--- src/rtl/regfile_write_ctrl.sv ---
// Write-port controller for the 32x32 register file: post-reset clear of x1..x31,
// then writeback/debug arbitration with a starvation-forced debug grant.
// Optional clear sequence is compiled in with REGFILE_CLEAR_EN.
module regfile_write_ctrl #(
   parameter int                XLEN        = 32,
   parameter int                ADDR_W      = 5,
   parameter int                MAX_WAIT    = 4,
   parameter logic [XLEN-1:0]   CLEAR_VALUE = '0
) (
   input  logic              clk,
   input  logic              reset,
   input  logic              wb_we,
   input  logic [ADDR_W-1:0] wb_addr,
   input  logic [XLEN-1:0]   wb_data,
   input  logic              dbg_req,
   input  logic [ADDR_W-1:0] dbg_addr,
   input  logic [XLEN-1:0]   dbg_data,
   output logic              dbg_ack,
   output logic              core_stall,
   output logic              we3,
   output logic [ADDR_W-1:0] a3,
   output logic [XLEN-1:0]   wd3,
   output logic              init_done
);

   logic [3:0] wait_cnt_reg, wait_cnt_next;
   logic       run_mode;
   logic       wb_act, dbg_act, forced;

`ifdef REGFILE_CLEAR_EN
   typedef enum logic {CLEAR, RUN} state_t;

   state_t            fsm_reg, fsm_next;
   logic [ADDR_W-1:0] clr_idx_reg, clr_idx_next;

   always_ff @(posedge clk) begin
      if (reset) begin
         fsm_reg     <= CLEAR;
         clr_idx_reg <= ADDR_W'(1);
      end else begin
         fsm_reg     <= fsm_next;
         clr_idx_reg <= clr_idx_next;
      end
   end

   always_comb begin
      fsm_next     = fsm_reg;
      clr_idx_next = clr_idx_reg;
      if (fsm_reg == CLEAR) begin
         clr_idx_next = clr_idx_reg + ADDR_W'(1);
         // The cycle that writes the top register is the last clear write.
         if (clr_idx_reg == {ADDR_W{1'b1}})
            fsm_next = RUN;
      end
   end

   assign run_mode = (fsm_reg == RUN);
`else
   assign run_mode = 1'b1;
`endif

   assign wb_act  = wb_we && (wb_addr != '0);
   assign dbg_act = dbg_req && (dbg_addr != '0);
   // Deliberately independent of wb_* so the core's stall never loops back into it.
   assign forced  = run_mode && dbg_req && (wait_cnt_reg == 4'(MAX_WAIT));

   always_ff @(posedge clk) begin
      if (reset)
         wait_cnt_reg <= '0;
      else
         wait_cnt_reg <= wait_cnt_next;
   end

   always_comb begin
      wait_cnt_next = '0;
      if (run_mode && dbg_req && !forced && wb_act) begin
         if (wait_cnt_reg < 4'(MAX_WAIT))
            wait_cnt_next = wait_cnt_reg + 4'd1;
         else
            wait_cnt_next = wait_cnt_reg;
      end
   end

   always_comb begin
      we3        = 1'b0;
      a3         = '0;
      wd3        = '0;
      dbg_ack    = 1'b0;
      core_stall = 1'b0;
      init_done  = 1'b0;
      if (reset) begin
         core_stall = 1'b1;
      end
`ifdef REGFILE_CLEAR_EN
      else if (fsm_reg == CLEAR) begin
         we3        = 1'b1;
         a3         = clr_idx_reg;
         wd3        = CLEAR_VALUE;
         core_stall = 1'b1;
      end
`endif
      else begin
         init_done = 1'b1;
         if (forced) begin
            core_stall = 1'b1;
            dbg_ack    = 1'b1;
            we3        = dbg_act;
            a3         = dbg_addr;
            wd3        = dbg_data;
         end else if (wb_act) begin
            we3 = 1'b1;
            a3  = wb_addr;
            wd3 = wb_data;
         end else if (dbg_req) begin
            dbg_ack = 1'b1;
            we3     = dbg_act;
            a3      = dbg_addr;
            wd3     = dbg_data;
         end
      end
   end

endmodule

--- config.mk ---
export PLATFORM = sky130hd
export DESIGN_NAME = regfile_write_ctrl
export DESIGN_NICKNAME = d
export VERILOG_FILES = /design/src/rtl/regfile_write_ctrl.sv
export SDC_FILE = /design/constraint.sdc
export NUM_CORES = 1
export LEC_CHECK = 0
export CORE_MARGIN = 2
export CORE_UTILIZATION = 22
export CTS_CLUSTER_SIZE = 10
export DETAILED_ROUTE_END_ITERATION = 8
export GPL_TIMING_DRIVEN = 0
export HOLD_SLACK_MARGIN = 0.12
export MAX_ROUTING_LAYER = met4
export PLACE_DENSITY_LB_ADDON = 0.1
export SYNTH_ARGS = -nofsm -noshare
export SYNTH_HDL_FRONTEND = slang
export SYNTH_SLANG_ARGS = --single-unit
--- constraint.sdc ---
create_clock -name clk -period 4.4 [get_ports clk]
set_input_delay 0.44 -clock clk [delete_from_list [all_inputs] [get_ports clk]]
set_output_delay 0.44 -clock clk [all_outputs]
set_load 0.01 [all_outputs]
* Word-level counts from Yosys, hierarchy flattened
Index checks and enable logic that the tools add are counted.
Cells by class: add/subtract/negate cells 1, $mul 0, divide/modulo/power cells 0, $lt $le $gt $ge 1, equal/unequal tests 1, shifts and indexed selects 0, muxes and demuxes 19, bitwise gates (word level) 1, reduce and logical (&&, ||, !) cells 9
Operators by type and width (number):
- two-way mux 32 bit | 4
- two-way mux 5 bit | 4
- two-way mux 1 bit | 11
- nonzero test 5 bit | 2
- logical AND 1 bit | 5
- adder 4 x 1 -> 4 bit (second input constant) | 1
- == test 4 x 3 -> 1 bit (second input constant) | 1
- < comparator 4 x 3 -> 1 bit (second input constant) | 1
- OR reduction 2 bit | 1
- logical NOT 1 bit | 1
- inverter 1 bit | 1
Word-level totals: register bits after elaboration 4, latch bits 0, RAM bits 0, memory bits (read-only) 0, input bits 78, output and inout bits 41, logic and storage cells 33, memories 0

* Logic depth before layout (Yosys ltp)
word-level depth 7, depth in mapped cells 8, mapped depth without buffers 6

* Least setup slack after synthesis
Ideal clock, no wire load.
path type reg2out, start point reg wait_cnt_reg[0], end point out wd3[0], data arrival time 1.578 ns, required time 3.960 ns, slack 2.382 ns, stages on the path, launching flop included 9, cell sequence dfxtp_1 inv_1 ha_1 and3b_1 a211oi_2 nor3b_2 buf_6 buf_6 a22o_1
Between the ends: cells in the longest elaborated chain, start to end 4
Ends and longest elaborated chain:
- start: declaration | line 26 | logic [3:0] wait_cnt_reg, wait_cnt_next;
- start signal: assignment | line 71 | wait_cnt_reg <= wait_cnt_next;
- == test 4 x 3 -> 1 bit | line 65 | assign forced = run_mode && dbg_req && (wait_cnt_reg == 4'(MAX_WAIT));
- logical AND 1 bit | line 65
- two-way mux 32 bit | line 104 | if (forced) begin
- two-way mux 32 bit | line 91 | if (reset) begin
- end: declaration | line 22 | output logic [XLEN-1:0] wd3,
Every way passes these cells.

* Worst setup path in the final report
start point in wb_addr[0], end point out wd3[17]
Between the ends: cells in the longest elaborated chain, start to end 5
Ends and longest elaborated chain:
- start: declaration | line 13 | input logic [ADDR_W-1:0] wb_addr,
- nonzero test 5 bit | line 62 | assign wb_act = wb_we && (wb_addr != '0);
- logical AND 1 bit | line 62
- two-way mux 32 bit | line 110 | end else if (wb_act) begin
- two-way mux 32 bit | line 104
- two-way mux 32 bit | line 91
Every way passes these cells.

==> qor.csv <==
metric;value;unit
Cells after Synth;79;
crit path cell chain;clkdlybuf4s50_1, nor3_2, a211oi_2, nor3b_2, buf_6, buf_6, a22o_1, clkdlybuf4s50_1;
Global Route met3 Usage;4.91;%
Final period util;66.2;%
Total Wirelength;3750;µm
Max H-tree Level;1;
Die Area;0.00339;mm²
Adder-Cell Fraction of Synth Area;3.87;%
initial antenna violation count;0;
Peak VDD IR;0.135;mV
cell family with most CP delay;buffers and inverters;
First-pass DRT Iterations;4;
CTS max path bufs;2;
met2 GRT Util;38.3;%
critical path launch point type;primary input;
Ports;119;
final period demand of the worst path;2.91;ns
sw power;0.0689;mW
Initial Utilization;23.3;%
area taken by multi-input logic gates;487;µm²
CP max-delay cell;clkdlybuf4s50_1;
Final Max Tran Viols;0;
Storage cell area;80.1;µm²
layout cell share with drive strength beyond 1;7.00;%
logic gate share of total power;67.0;%
largest net degree at the start of global routing;11;
row count;19;
Internal;0.186;mW
Seq pwr share;14.7;%
number of setup buffers added after CTS;0;
CTS tree;yes;
Netlist Area Pre-Place;647;µm²
Async S/R FF share, synth;0;%
gr usage total;21.4;%
Clk pwr share;18.3;%
Clk Tree Root Cell;clkbuf_4;
CP Buf/Inv Count;4;
Simple-Gate Fraction of Synth Area;14.1;%
count of final setup violators;0;
Yosys reg bits;4;
DP Wirelength;3240;µm
worst hold start;wait_cnt_reg[3]$_SDFFE_PP0N_;
upper clock frequency limit;344;MHz
Core Footprint;0.00278;mm²
Post-CTS Resized;0;
Setup crit start;wb_addr[0];
final hold viol count;0;
number of remaining DRC errors;0;
mux cell area share after synthesis;0;%
Critical Path AT;2.47;ns
prevailing post-synth register cell;dfxtp_1;
Power, Total;0.255;mW
status;complete, no violations;
xor-xnor portion of the synthesized cell area;1.35;%
Max-cap violations;0;
CTS buffer count;3;
area share of the largest cell type after synthesis;50.1;%
antenna viol nets, final;0;
ranking of synthesized cells by area;a22o_1 50%, dfxtp_1 12%, buf_6 5.2%;
first-pass GRT wire length;5510;µm
Area growth, synth to finish;192;%
RSZ-0062 raised after global routing;false;
Slew headroom;84.8;%
met1 usage;23.7;%
Setup crit end kind;output pin;
origin of the critical flop-to-flop path;wait_cnt_reg[0]$_SDFFE_PP0N_;
Synth Net Count;159;
synth unique cells;19;
worst-path fanout max;10;
clk_lat worst skew;0.24;ns
Clk pin slew, worst setup/hold paths;0.04;ns
Compound-Gate Fraction of Synth Area;55.9;%
Final nets;282;
Seq/Total Area, Yosys;12.4;%
Hold Crit Class;flip-flop to flip-flop;
dpl ws;1.47;ns
mean post-synth cell area;8.19;µm²
Switching Fraction;27.0;%
initial drt markers;26;
Die X;58.2;µm
routability cong.;0.785;
grt peak-use layer;met2;
number of flip-flops in the largest register;4;
Remaining Overflow, GRT;0;
# fillers;238;
CP required;3.96;ns
slowest cell delay on critical path;0.53;ns
DR WL/cell;16.2;µm
most instantiated cells after synthesis;37 x a22o_1, 5 x inv_1, 5 x nor2_1;
fin util;67.9;%
Least-Margin Pin Slew;0.228;ns
# diodes;0;
setup_tns;0;ns
Syn. warnings;0;
PortBufs;118;
CTS sink cnt;4;
Setup Crit Path Kind;primary input to output pin;
P_leak;0.751;nW
most frequent cell after synthesis;a22o_1;
main combinational cell family by area after synthesis;compound AO/OA/AOI/OAI gates;
EDFF count, synth;0;
pwr dens;135;mW/mm²
via count;1144;
final setup margin;1.49;ns
cell taking the most area after synthesis;a22o_1;
DR vias/cell;4.95;
Max Clock Skew;0.00396;ns
Die Height;58.2;µm
CTS Hold Bufs;0;
vias in the first global route;1072;
==> layout make-up <==
class,count,share of cell area (%)
clock buffer,3,1.19
buffer,8,3.25
tap,31,2.05
sequential,4,4.24
multi-input combinational,62,25.8
inverter,5,0.993
timing repair buffer,118,62.5
==> power by group through the flow <==
| stage | Sequential, mW | Combinational [mW] | Clock, mW |
|---|---|---|---|
| after floorplan | 0.0379 | 0.0499 | 0 |
| after detailed placement | 0.0380 | 0.171 | 0 |
| after CTS | 0.0374 | 0.172 | 0.0503 |
| after global routing | 0.0374 | 0.181 | 0.0501 |
| after global placement | 0.0379 | 0.169 | 0 |
| final | 0.0374 | 0.171 | 0.0468 |
==> tightest hold or removal path, cell delays in order, from the launching register on <==
cell     delay (ns)
dfxtp_1        0.31
inv_1          0.08
nor2_1         0.04
==> metrics by stage <==
step	area [µm²]	hold WS (ns)	std cells
floorplan	647	0.449	79
global placement	1870	0.460	228
detailed placement	1870	0.478	228
CTS	1890	0.484	231
global route	1890	0.500	231
finish	1890	0.483	231
==> logic make-up after synthesis <==
family	after synthesis
buf+inv	13
flops	4
simple gates	16
xor+xnor	1
compound gates	43
fa+ha+maj	2
==> worst paths after layout <==
path                             endpoint  slack (ns)  cells after the start
max                               wd3[17]        1.49                      8
min          wait_cnt_reg[3]$_SDFFE_PP0N_        0.48                      2
max reg2reg  wait_cnt_reg[1]$_SDFFE_PP0N_        2.91                      6
min reg2reg  wait_cnt_reg[3]$_SDFFE_PP0N_        0.48                      2
==> cells in the final DEF (no fill, tap or decap) <==
| master | Yosys | routed |
|---|---|---|
| clkdlybuf4s50_1 | 0 | 118 |
| a22o_1 | 37 | 37 |
| inv_1 | 5 | 5 |
| nor2_1 | 5 | 5 |
| buf_2 | 4 | 4 |
| nand2_1 | 4 | 4 |
| dfxtp_1 | 4 | 4 |
| buf_6 | 3 | 3 |
| a21oi_1 | 3 | 3 |
| clkbuf_4 | 0 | 3 |
| nand3_1 | 2 | 2 |
| o21ai_0 | 2 | 2 |
| ha_1 | 2 | 2 |
| nor3_2 | 1 | 1 |
| and3b_1 | 1 | 1 |
| a211oi_2 | 1 | 1 |
| nor3b_2 | 1 | 1 |
| and4_1 | 1 | 1 |
| buf_4 | 1 | 1 |
| or4_1 | 1 | 1 |
| xnor2_1 | 1 | 1 |
==> layer usage <==
layer	wire length (µm)	vias up
met5	0	-
met4	48	0
met3	319	6
met2	1950	51
li1	-	558
met1	1430	529
Note: power is estimated with default switching activity, not from simulation.
